[src/rtl/dcache_if.sv]
// dcache_if: bundles the CPU, data-cache SRAM and data-memory signals of the
// data-cache controller. The master modport is the controller view; the slave
// modport is the environment view (CPU, SRAM and memory).
interface dcache_if;
    logic [31:0]  cpu_addr_i;
    logic [31:0]  cpu_data_i;
    logic         cpu_MemRead_i;
    logic         cpu_MemWrite_i;
    logic [31:0]  cpu_data_o;
    logic         cpu_stall_o;

    logic [3:0]   sram_addr_o;
    logic [24:0]  sram_tag_o;
    logic [255:0] sram_data_o;
    logic         sram_enable_o;
    logic         sram_write_o;
    logic [24:0]  sram_tag_i;
    logic [255:0] sram_data_i;
    logic         sram_hit_i;

    logic [31:0]  mem_addr_o;
    logic [255:0] mem_data_o;
    logic         mem_enable_o;
    logic         mem_write_o;
    logic [255:0] mem_data_i;
    logic         mem_ack_i;

    modport master (
        input  cpu_addr_i, cpu_data_i, cpu_MemRead_i, cpu_MemWrite_i,
        input  sram_tag_i, sram_data_i, sram_hit_i,
        input  mem_data_i, mem_ack_i,
        output cpu_data_o, cpu_stall_o,
        output sram_addr_o, sram_tag_o, sram_data_o, sram_enable_o, sram_write_o,
        output mem_addr_o, mem_data_o, mem_enable_o, mem_write_o
    );

    modport slave (
        output cpu_addr_i, cpu_data_i, cpu_MemRead_i, cpu_MemWrite_i,
        output sram_tag_i, sram_data_i, sram_hit_i,
        output mem_data_i, mem_ack_i,
        input  cpu_data_o, cpu_stall_o,
        input  sram_addr_o, sram_tag_o, sram_data_o, sram_enable_o, sram_write_o,
        input  mem_addr_o, mem_data_o, mem_enable_o, mem_write_o
    );
endinterface

[src/rtl/dcache_controller.sv]
// dcache_controller: data-cache controller for a 2-way, 16-set cache with
// 32-byte lines. Hits are served combinationally; misses run an optional
// write-back of a dirty victim followed by a line refill from memory.
// Optional macro DCACHE_PERF_CNT_EN adds access/miss/write-back counters.
//
// state      | meaning
// IDLE       | serving hits, detecting misses
// MISS       | one cycle to inspect and latch the victim
// WRITEBACK  | dirty victim line being written to memory
// READMISS   | requested line being fetched; refill written on ack
// READMISSOK | refill visible in SRAM, returning to IDLE
module dcache_controller (
    input  logic        clk_i,
    input  logic        rst_i,
    dcache_if.master    bus
`ifdef DCACHE_PERF_CNT_EN
    ,
    output logic [31:0] access_cnt_o,
    output logic [31:0] miss_cnt_o,
    output logic [31:0] wb_cnt_o
`endif
);
    typedef enum logic [2:0] {
        IDLE,
        MISS,
        WRITEBACK,
        READMISS,
        READMISSOK
    } state_t;

    state_t       state_q, state_d;
    logic         mem_enable_q, mem_enable_d;
    logic         mem_write_q, mem_write_d;
    logic [31:0]  mem_addr_q, mem_addr_d;
    logic [255:0] victim_data_q, victim_data_d;

    logic         req;
    logic         hit;
    logic [3:0]   idx;
    logic [22:0]  cpu_tag;
    logic [2:0]   word;
    logic         write_hit;
    logic         refill;
    logic [255:0] merged_line;
    logic [1:0]   unused_addr_bits;

    assign req     = bus.cpu_MemRead_i | bus.cpu_MemWrite_i;
    assign hit     = bus.sram_hit_i;
    assign idx     = bus.cpu_addr_i[8:5];
    assign cpu_tag = bus.cpu_addr_i[31:9];
    assign word    = bus.cpu_addr_i[4:2];
    assign unused_addr_bits = bus.cpu_addr_i[1:0];

    // Reset suppresses SRAM writes so an aborted miss never corrupts a line.
    assign write_hit = (state_q == IDLE) && bus.cpu_MemWrite_i && hit && !rst_i;
    assign refill    = (state_q == READMISS) && bus.mem_ack_i && !rst_i;

    // Store data merged into the hit line at the addressed word.
    always_comb begin
        merged_line = bus.sram_data_i;
        merged_line[{word, 5'b0} +: 32] = bus.cpu_data_i;
    end

    assign bus.cpu_stall_o   = req & ~hit;
    assign bus.cpu_data_o    = req ? bus.sram_data_i[{word, 5'b0} +: 32] : 32'h0;
    assign bus.sram_addr_o   = idx;
    assign bus.sram_enable_o = req;
    assign bus.sram_write_o  = write_hit | refill;
    // Tag bit 23 set tells the SRAM this is a write-hit, clear means refill.
    assign bus.sram_tag_o    = write_hit ? {2'b11, cpu_tag} : {2'b10, cpu_tag};
    assign bus.sram_data_o   = write_hit ? merged_line : bus.mem_data_i;

    assign bus.mem_enable_o  = mem_enable_q;
    assign bus.mem_write_o   = mem_write_q;
    assign bus.mem_addr_o    = mem_addr_q;
    assign bus.mem_data_o    = victim_data_q;

    // Next-state and registered memory-request outputs.
    always_comb begin
        state_d       = state_q;
        mem_enable_d  = mem_enable_q;
        mem_write_d   = mem_write_q;
        mem_addr_d    = mem_addr_q;
        victim_data_d = victim_data_q;
        case (state_q)
            IDLE: begin
                if (req && !hit) begin
                    state_d = MISS;
                end
            end
            MISS: begin
                victim_data_d = bus.sram_data_i;
                mem_enable_d  = 1'b1;
                if (bus.sram_tag_i[24] && bus.sram_tag_i[23]) begin
                    state_d     = WRITEBACK;
                    mem_write_d = 1'b1;
                    mem_addr_d  = {bus.sram_tag_i[22:0], idx, 5'b0};
                end else begin
                    state_d     = READMISS;
                    mem_write_d = 1'b0;
                    mem_addr_d  = {cpu_tag, idx, 5'b0};
                end
            end
            WRITEBACK: begin
                if (bus.mem_ack_i) begin
                    state_d     = READMISS;
                    mem_write_d = 1'b0;
                    mem_addr_d  = {cpu_tag, idx, 5'b0};
                end
            end
            READMISS: begin
                if (bus.mem_ack_i) begin
                    state_d      = READMISSOK;
                    mem_enable_d = 1'b0;
                end
            end
            READMISSOK: begin
                state_d = IDLE;
            end
            default: begin
                state_d      = IDLE;
                mem_enable_d = 1'b0;
                mem_write_d  = 1'b0;
            end
        endcase
    end

`ifdef DCACHE_PERF_CNT_EN
    logic [31:0] access_cnt_q, access_cnt_d;
    logic [31:0] miss_cnt_q, miss_cnt_d;
    logic [31:0] wb_cnt_q, wb_cnt_d;

    // Event counters; wrap naturally at 2^32.
    always_comb begin
        access_cnt_d = access_cnt_q;
        miss_cnt_d   = miss_cnt_q;
        wb_cnt_d     = wb_cnt_q;
        if (req && hit) begin
            access_cnt_d = access_cnt_q + 32'd1;
        end
        if (state_q == IDLE && req && !hit) begin
            miss_cnt_d = miss_cnt_q + 32'd1;
        end
        if (state_q == WRITEBACK && bus.mem_ack_i) begin
            wb_cnt_d = wb_cnt_q + 32'd1;
        end
    end

    assign access_cnt_o = access_cnt_q;
    assign miss_cnt_o   = miss_cnt_q;
    assign wb_cnt_o     = wb_cnt_q;
`endif

    // All controller state, synchronously reset.
    always_ff @(posedge clk_i) begin
        if (rst_i) begin
            state_q       <= IDLE;
            mem_enable_q  <= 1'b0;
            mem_write_q   <= 1'b0;
            mem_addr_q    <= 32'h0;
            victim_data_q <= 256'h0;
`ifdef DCACHE_PERF_CNT_EN
            access_cnt_q  <= 32'h0;
            miss_cnt_q    <= 32'h0;
            wb_cnt_q      <= 32'h0;
`endif
        end else begin
            state_q       <= state_d;
            mem_enable_q  <= mem_enable_d;
            mem_write_q   <= mem_write_d;
            mem_addr_q    <= mem_addr_d;
            victim_data_q <= victim_data_d;
`ifdef DCACHE_PERF_CNT_EN
            access_cnt_q  <= access_cnt_d;
            miss_cnt_q    <= miss_cnt_d;
            wb_cnt_q      <= wb_cnt_d;
`endif
        end
    end
endmodule

[src/flat_wrapper.sv]
// flat-port wrapper written by rule: the top's interface ports become plain ports
module dcache_controller_flat 
  (clk_i, rst_i, bus_cpu_addr_i, bus_cpu_data_i, bus_cpu_MemRead_i, bus_cpu_MemWrite_i, bus_sram_tag_i, bus_sram_data_i, bus_sram_hit_i, bus_mem_data_i, bus_mem_ack_i, bus_cpu_data_o, bus_cpu_stall_o, bus_sram_addr_o, bus_sram_tag_o, bus_sram_data_o, bus_sram_enable_o, bus_sram_write_o, bus_mem_addr_o, bus_mem_data_o, bus_mem_enable_o, bus_mem_write_o);
  dcache_if bus_i ();
  input  logic clk_i;
  input  logic rst_i;
  input wire logic [$bits(bus_i.cpu_addr_i)-1:0] bus_cpu_addr_i;
  input wire logic [$bits(bus_i.cpu_data_i)-1:0] bus_cpu_data_i;
  input wire logic [$bits(bus_i.cpu_MemRead_i)-1:0] bus_cpu_MemRead_i;
  input wire logic [$bits(bus_i.cpu_MemWrite_i)-1:0] bus_cpu_MemWrite_i;
  input wire logic [$bits(bus_i.sram_tag_i)-1:0] bus_sram_tag_i;
  input wire logic [$bits(bus_i.sram_data_i)-1:0] bus_sram_data_i;
  input wire logic [$bits(bus_i.sram_hit_i)-1:0] bus_sram_hit_i;
  input wire logic [$bits(bus_i.mem_data_i)-1:0] bus_mem_data_i;
  input wire logic [$bits(bus_i.mem_ack_i)-1:0] bus_mem_ack_i;
  output wire logic [$bits(bus_i.cpu_data_o)-1:0] bus_cpu_data_o;
  output wire logic [$bits(bus_i.cpu_stall_o)-1:0] bus_cpu_stall_o;
  output wire logic [$bits(bus_i.sram_addr_o)-1:0] bus_sram_addr_o;
  output wire logic [$bits(bus_i.sram_tag_o)-1:0] bus_sram_tag_o;
  output wire logic [$bits(bus_i.sram_data_o)-1:0] bus_sram_data_o;
  output wire logic [$bits(bus_i.sram_enable_o)-1:0] bus_sram_enable_o;
  output wire logic [$bits(bus_i.sram_write_o)-1:0] bus_sram_write_o;
  output wire logic [$bits(bus_i.mem_addr_o)-1:0] bus_mem_addr_o;
  output wire logic [$bits(bus_i.mem_data_o)-1:0] bus_mem_data_o;
  output wire logic [$bits(bus_i.mem_enable_o)-1:0] bus_mem_enable_o;
  output wire logic [$bits(bus_i.mem_write_o)-1:0] bus_mem_write_o;
  assign bus_i.cpu_addr_i = bus_cpu_addr_i;
  assign bus_i.cpu_data_i = bus_cpu_data_i;
  assign bus_i.cpu_MemRead_i = bus_cpu_MemRead_i;
  assign bus_i.cpu_MemWrite_i = bus_cpu_MemWrite_i;
  assign bus_i.sram_tag_i = bus_sram_tag_i;
  assign bus_i.sram_data_i = bus_sram_data_i;
  assign bus_i.sram_hit_i = bus_sram_hit_i;
  assign bus_i.mem_data_i = bus_mem_data_i;
  assign bus_i.mem_ack_i = bus_mem_ack_i;
  assign bus_cpu_data_o = bus_i.cpu_data_o;
  assign bus_cpu_stall_o = bus_i.cpu_stall_o;
  assign bus_sram_addr_o = bus_i.sram_addr_o;
  assign bus_sram_tag_o = bus_i.sram_tag_o;
  assign bus_sram_data_o = bus_i.sram_data_o;
  assign bus_sram_enable_o = bus_i.sram_enable_o;
  assign bus_sram_write_o = bus_i.sram_write_o;
  assign bus_mem_addr_o = bus_i.mem_addr_o;
  assign bus_mem_data_o = bus_i.mem_data_o;
  assign bus_mem_enable_o = bus_i.mem_enable_o;
  assign bus_mem_write_o = bus_i.mem_write_o;
  dcache_controller u_core (.clk_i(clk_i), .rst_i(rst_i), .bus(bus_i));
endmodule
[config.mk]
export PLATFORM = sky130hd
export DESIGN_NAME = dcache_controller_flat
export DESIGN_NICKNAME = d
export VERILOG_FILES = /design/src/rtl/dcache_if.sv /design/src/rtl/dcache_controller.sv /design/src/flat_wrapper.sv
export SDC_FILE = /design/constraint.sdc
export NUM_CORES = 1
export LEC_CHECK = 0
export CORE_AREA = 3 3 470 472
export CTS_CLUSTER_SIZE = 20
export DETAILED_ROUTE_END_ITERATION = 7
export DIE_AREA = 0 0 473 475
export DONT_BUFFER_PORTS = 1
export PLACE_DENSITY = 0.3
export RECOVER_POWER = 50
export SYNTH_ARGS = -nofsm -noshare
export SYNTH_HDL_FRONTEND = slang
export SYNTH_SLANG_ARGS = --single-unit
[constraint.sdc]
create_clock -name clk_i -period 5.4 [get_ports clk_i]
set_clock_uncertainty 0.05 [all_clocks]
set_input_delay 1.08 -clock clk_i [delete_from_list [all_inputs] [get_ports clk_i]]
set_output_delay 1.08 -clock clk_i [all_outputs]
set_load 0.01 [all_outputs]
==> flow_metrics.tcl <==
set metrics [dict create \
    port_buffers 0 \
    drt_iter0_drc 1905 \
    initial_utilization 0.08020 \
    place.gp.congestion 0.8673 \
    fillers 25350 \
    tightestPinTransition_ps 3760 \
    final_cell_mix "580 x nand2_1, 478 x a21oi_1, 291 x nor2_1" \
    path_class "in -> out" \
    overflow 0 \
    synthDistinctLibCells 38 \
    grt_util_met2 0.2931 \
    grt.busiest_layer "met2" \
    ctsRootBufferMaster "clkbuf_16" \
    synthArstFlopShare 0 \
    synthesis.area_mm2 0.01740 \
    postRouteAntennaNets 0 \
    fin_nets 3001 \
    crit_path_end_kind "output port" \
    failed_checks "max-capacitance violations, max-slew violations" \
    die_h_um 475 \
    p_comb_frac 0.252 \
    wl_per_cell_um 39.73 \
    drive_gt1_frac 0.1610 \
    seq_power_share 0.345 \
    period_needed_ps 5343 \
    power.share.switching 0.3840 \
    cts_tree "built" \
    synth_seq_area_share 0.3313 \
    use_met3 0.09293 \
    vdd_drop_max_v 0.0001856 \
    maxSlewHeadroom -1.507 \
    worst-endpoint-arrival_ps 4210 \
    setup_viol 0 \
    crit_buf_inv 4 \
    finalMaxSlewViolations 286 \
    syn2layout_area_growth_pct 33.77 \
    post-route-util 0.1073 \
    postCtsSetupRepairBufs 0 \
    drcViolationCount 0 \
    num_io_pins 1217 \
    cap_violations 3 \
    grt_first_pass_wirelength_um 253800 \
    grt_util_all_layers 0.1784 \
    placed_cells 5195 \
    intPower_mw 4.821 \
    synth.area.top_cells "dfxtp_1 33%, a21oi_1 14%, nand2_1 13%, mux4_2 8.3%, a22oi_1 8.2%" \
    path_clk_slew_ps 60 \
    worstSetupStartpointType "input port" \
    critPathMaxStageDelay_ps 740 \
    timing.fmax_ghz 0.1872 \
    grt_max_degree 287 \
    antenna_found_initial 88 \
    yosysTopAreaCellShare 0.3313 \
    htreeDepth 2 \
    viasPerCell 3.790 \
    synth_warnings 0 \
    std_cell_rows 171 \
    final_cell_count_no_fill 5322 \
    finalWirelength_um 211500 \
    die_x_um 473 \
    cts_resized 0 \
    core_mm2 0.2170 \
    numCtsBuffers 45 \
    synth-edff-count 0 \
    path_cells "inv_1 > ha_1 > ha_1 > buf_4 > and4b_4 > buf_4 > a22oi_1 > a21oi_1 > buf_4" \
    cpMaxStageDelayCell "and4b_4" \
    power.leakage_nw 7.843 \
    fin_crit_sh 0.9894 \
    cp.required_ps 4270 \
    hold_class "reg -> reg" \
    path_common_cell "buf_4" \
    dr.pass1.iters 6 \
    outcome "complete, but fails checks" \
    ys_ff_latch 288 \
    dpl_cell_area_mm2 0.02173 \
    cp_max_fo 69 \
    grt_pass1_vias 19600 \
    syn_inst 2397 \
    dp.final_hpwl_um 175700 \
    rsz0062_at_grt "false" \
    p_clk_frac 0.403 \
    synth.avg_cell_area_um2 7.259 \
    yosysTopAreaCell "dfxtp_1" \
    final_common_cell "nand2_1" \
    hold_viol 0 \
    clock-sinks 288 \
    critPathTopFamily "buffers and inverters" \
    ys.flop_type "dfxtp_1" \
    p_switching_mw 3.005 \
    fin_tns_setup_ps 0 \
    use_met1 0.1898 \
    clock_path_buffers 3 \
    power_density_mw_per_mm2 336.2 \
    hold_buffers 0 \
    clkLatencyLatePin_ps 640 \
    final_cell_area_mm2 0.02328 \
    die_area_mm2 0.2247 \
    dr_total_vias 20170 \
]
worst register-to-register path, delay by kind of cell (launching register included):
kind	cells	cell delay [ps]
AOI/OAI and AO/OA	1	300
buffers and inverters	1	2630
DFF	1	550
and+or+nand+nor	2	1520
cells in the mapped netlist, drive strengths merged, types with 2 or more instances:
library cell and n:
a31oi 34, a22oi 190, nor2 295, a21oi 482
nand2 580, and4b 2, ha 6, nor2b 4
a211oi 24, dfxtp 288, mux2i 60, mux4 64
nor3 3, nand3 8, and4 2, inv 9
or3 2, clkbuf 130, o21ai 5, a22o 32
nand3b 4, conb 2, buf 160, nand2b 2
layer usage:
metal / up-vias / share of wire / routed length, um
met5: - / 0.0018 / 386
met4: 58 / 0.045 / 9414
met3: 299 / 0.13 / 27280
met2: 1407 / 0.47 / 98410
met1: 10040 / 0.36 / 75970
li1: 8363 / - / -
area by class of cell:
class | count | area [um^2] | share of cell area
clock inverters | 21 | 232.7 | 0.009998
well taps | 2854 | 3571 | 0.1534
clock buffers | 60 | 1255 | 0.05392
multi-input cells | 1814 | 10350 | 0.4446
inverters | 9 | 33.78 | 0.001451
flip-flops and latches | 288 | 5766 | 0.2477
diodes | 46 | 115.1 | 0.004945
repair buffers | 230 | 1956 | 0.08402
final timing paths:
path,startpoint,end,slack (ps),cells past startpoint
hold / removal,u_core.bus.mem_data_o[22],u_core.bus.mem_data_o[22],450,2
setup reg to reg,u_core.state_q[0],u_core.bus.mem_data_o[53],310,4
setup / recovery,bus_cpu_addr_i[3],bus_sram_data_o[202],60,9
hold reg to reg,u_core.bus.mem_data_o[22],u_core.bus.mem_data_o[22],450,2
power by group through the flow:
stage                     registers (mW)  clock network, mW  logic, mW
after floorplan                     2.61                  0       1.17
after global placement              2.76                  0       2.00
after detailed placement            2.75                  0       2.00
after CTS                           2.71               3.28       2.00
after global routing                2.72               3.32       2.14
final                               2.70               3.16       1.97
cell families (layout without fill, tap and decap cells):
| kind of cell | after synthesis | after routing | synth area share |
|---|---|---|---|
| mux | 124 | 124 | 0.1174 |
| buf+inv | 299 | 320 | 0.08183 |
| other cells | 2 | 52 | 0.0004316 |
| compound gates | 771 | 771 | 0.2630 |
| fa+ha+maj | 6 | 6 | 0.004314 |
| flops | 288 | 288 | 0.3313 |
| simple gates | 907 | 907 | 0.2018 |
flip-flops by register name, indices dropped and copies added (netlist names):
name                     cells
u_core.bus.mem_addr_o       27
u_core.bus.mem_data_o      256
u_core.bus.mem_enable_o      1
u_core.bus.mem_write_o       1
u_core.state_q               3
stage by stage:
step                      hold slack [ps]  power [mW]  worst slack, ps
final                               451.3       7.826            57.06
after global routing                434.0       8.185            70.12
after CTS                           391.9       7.999            248.5
after detailed placement            444.8       4.756            251.2
after global placement              439.2       4.751            275.5
after floorplan                     430.5       3.786            716.0
No activity file was read; power rests on OpenSTA's default activity.
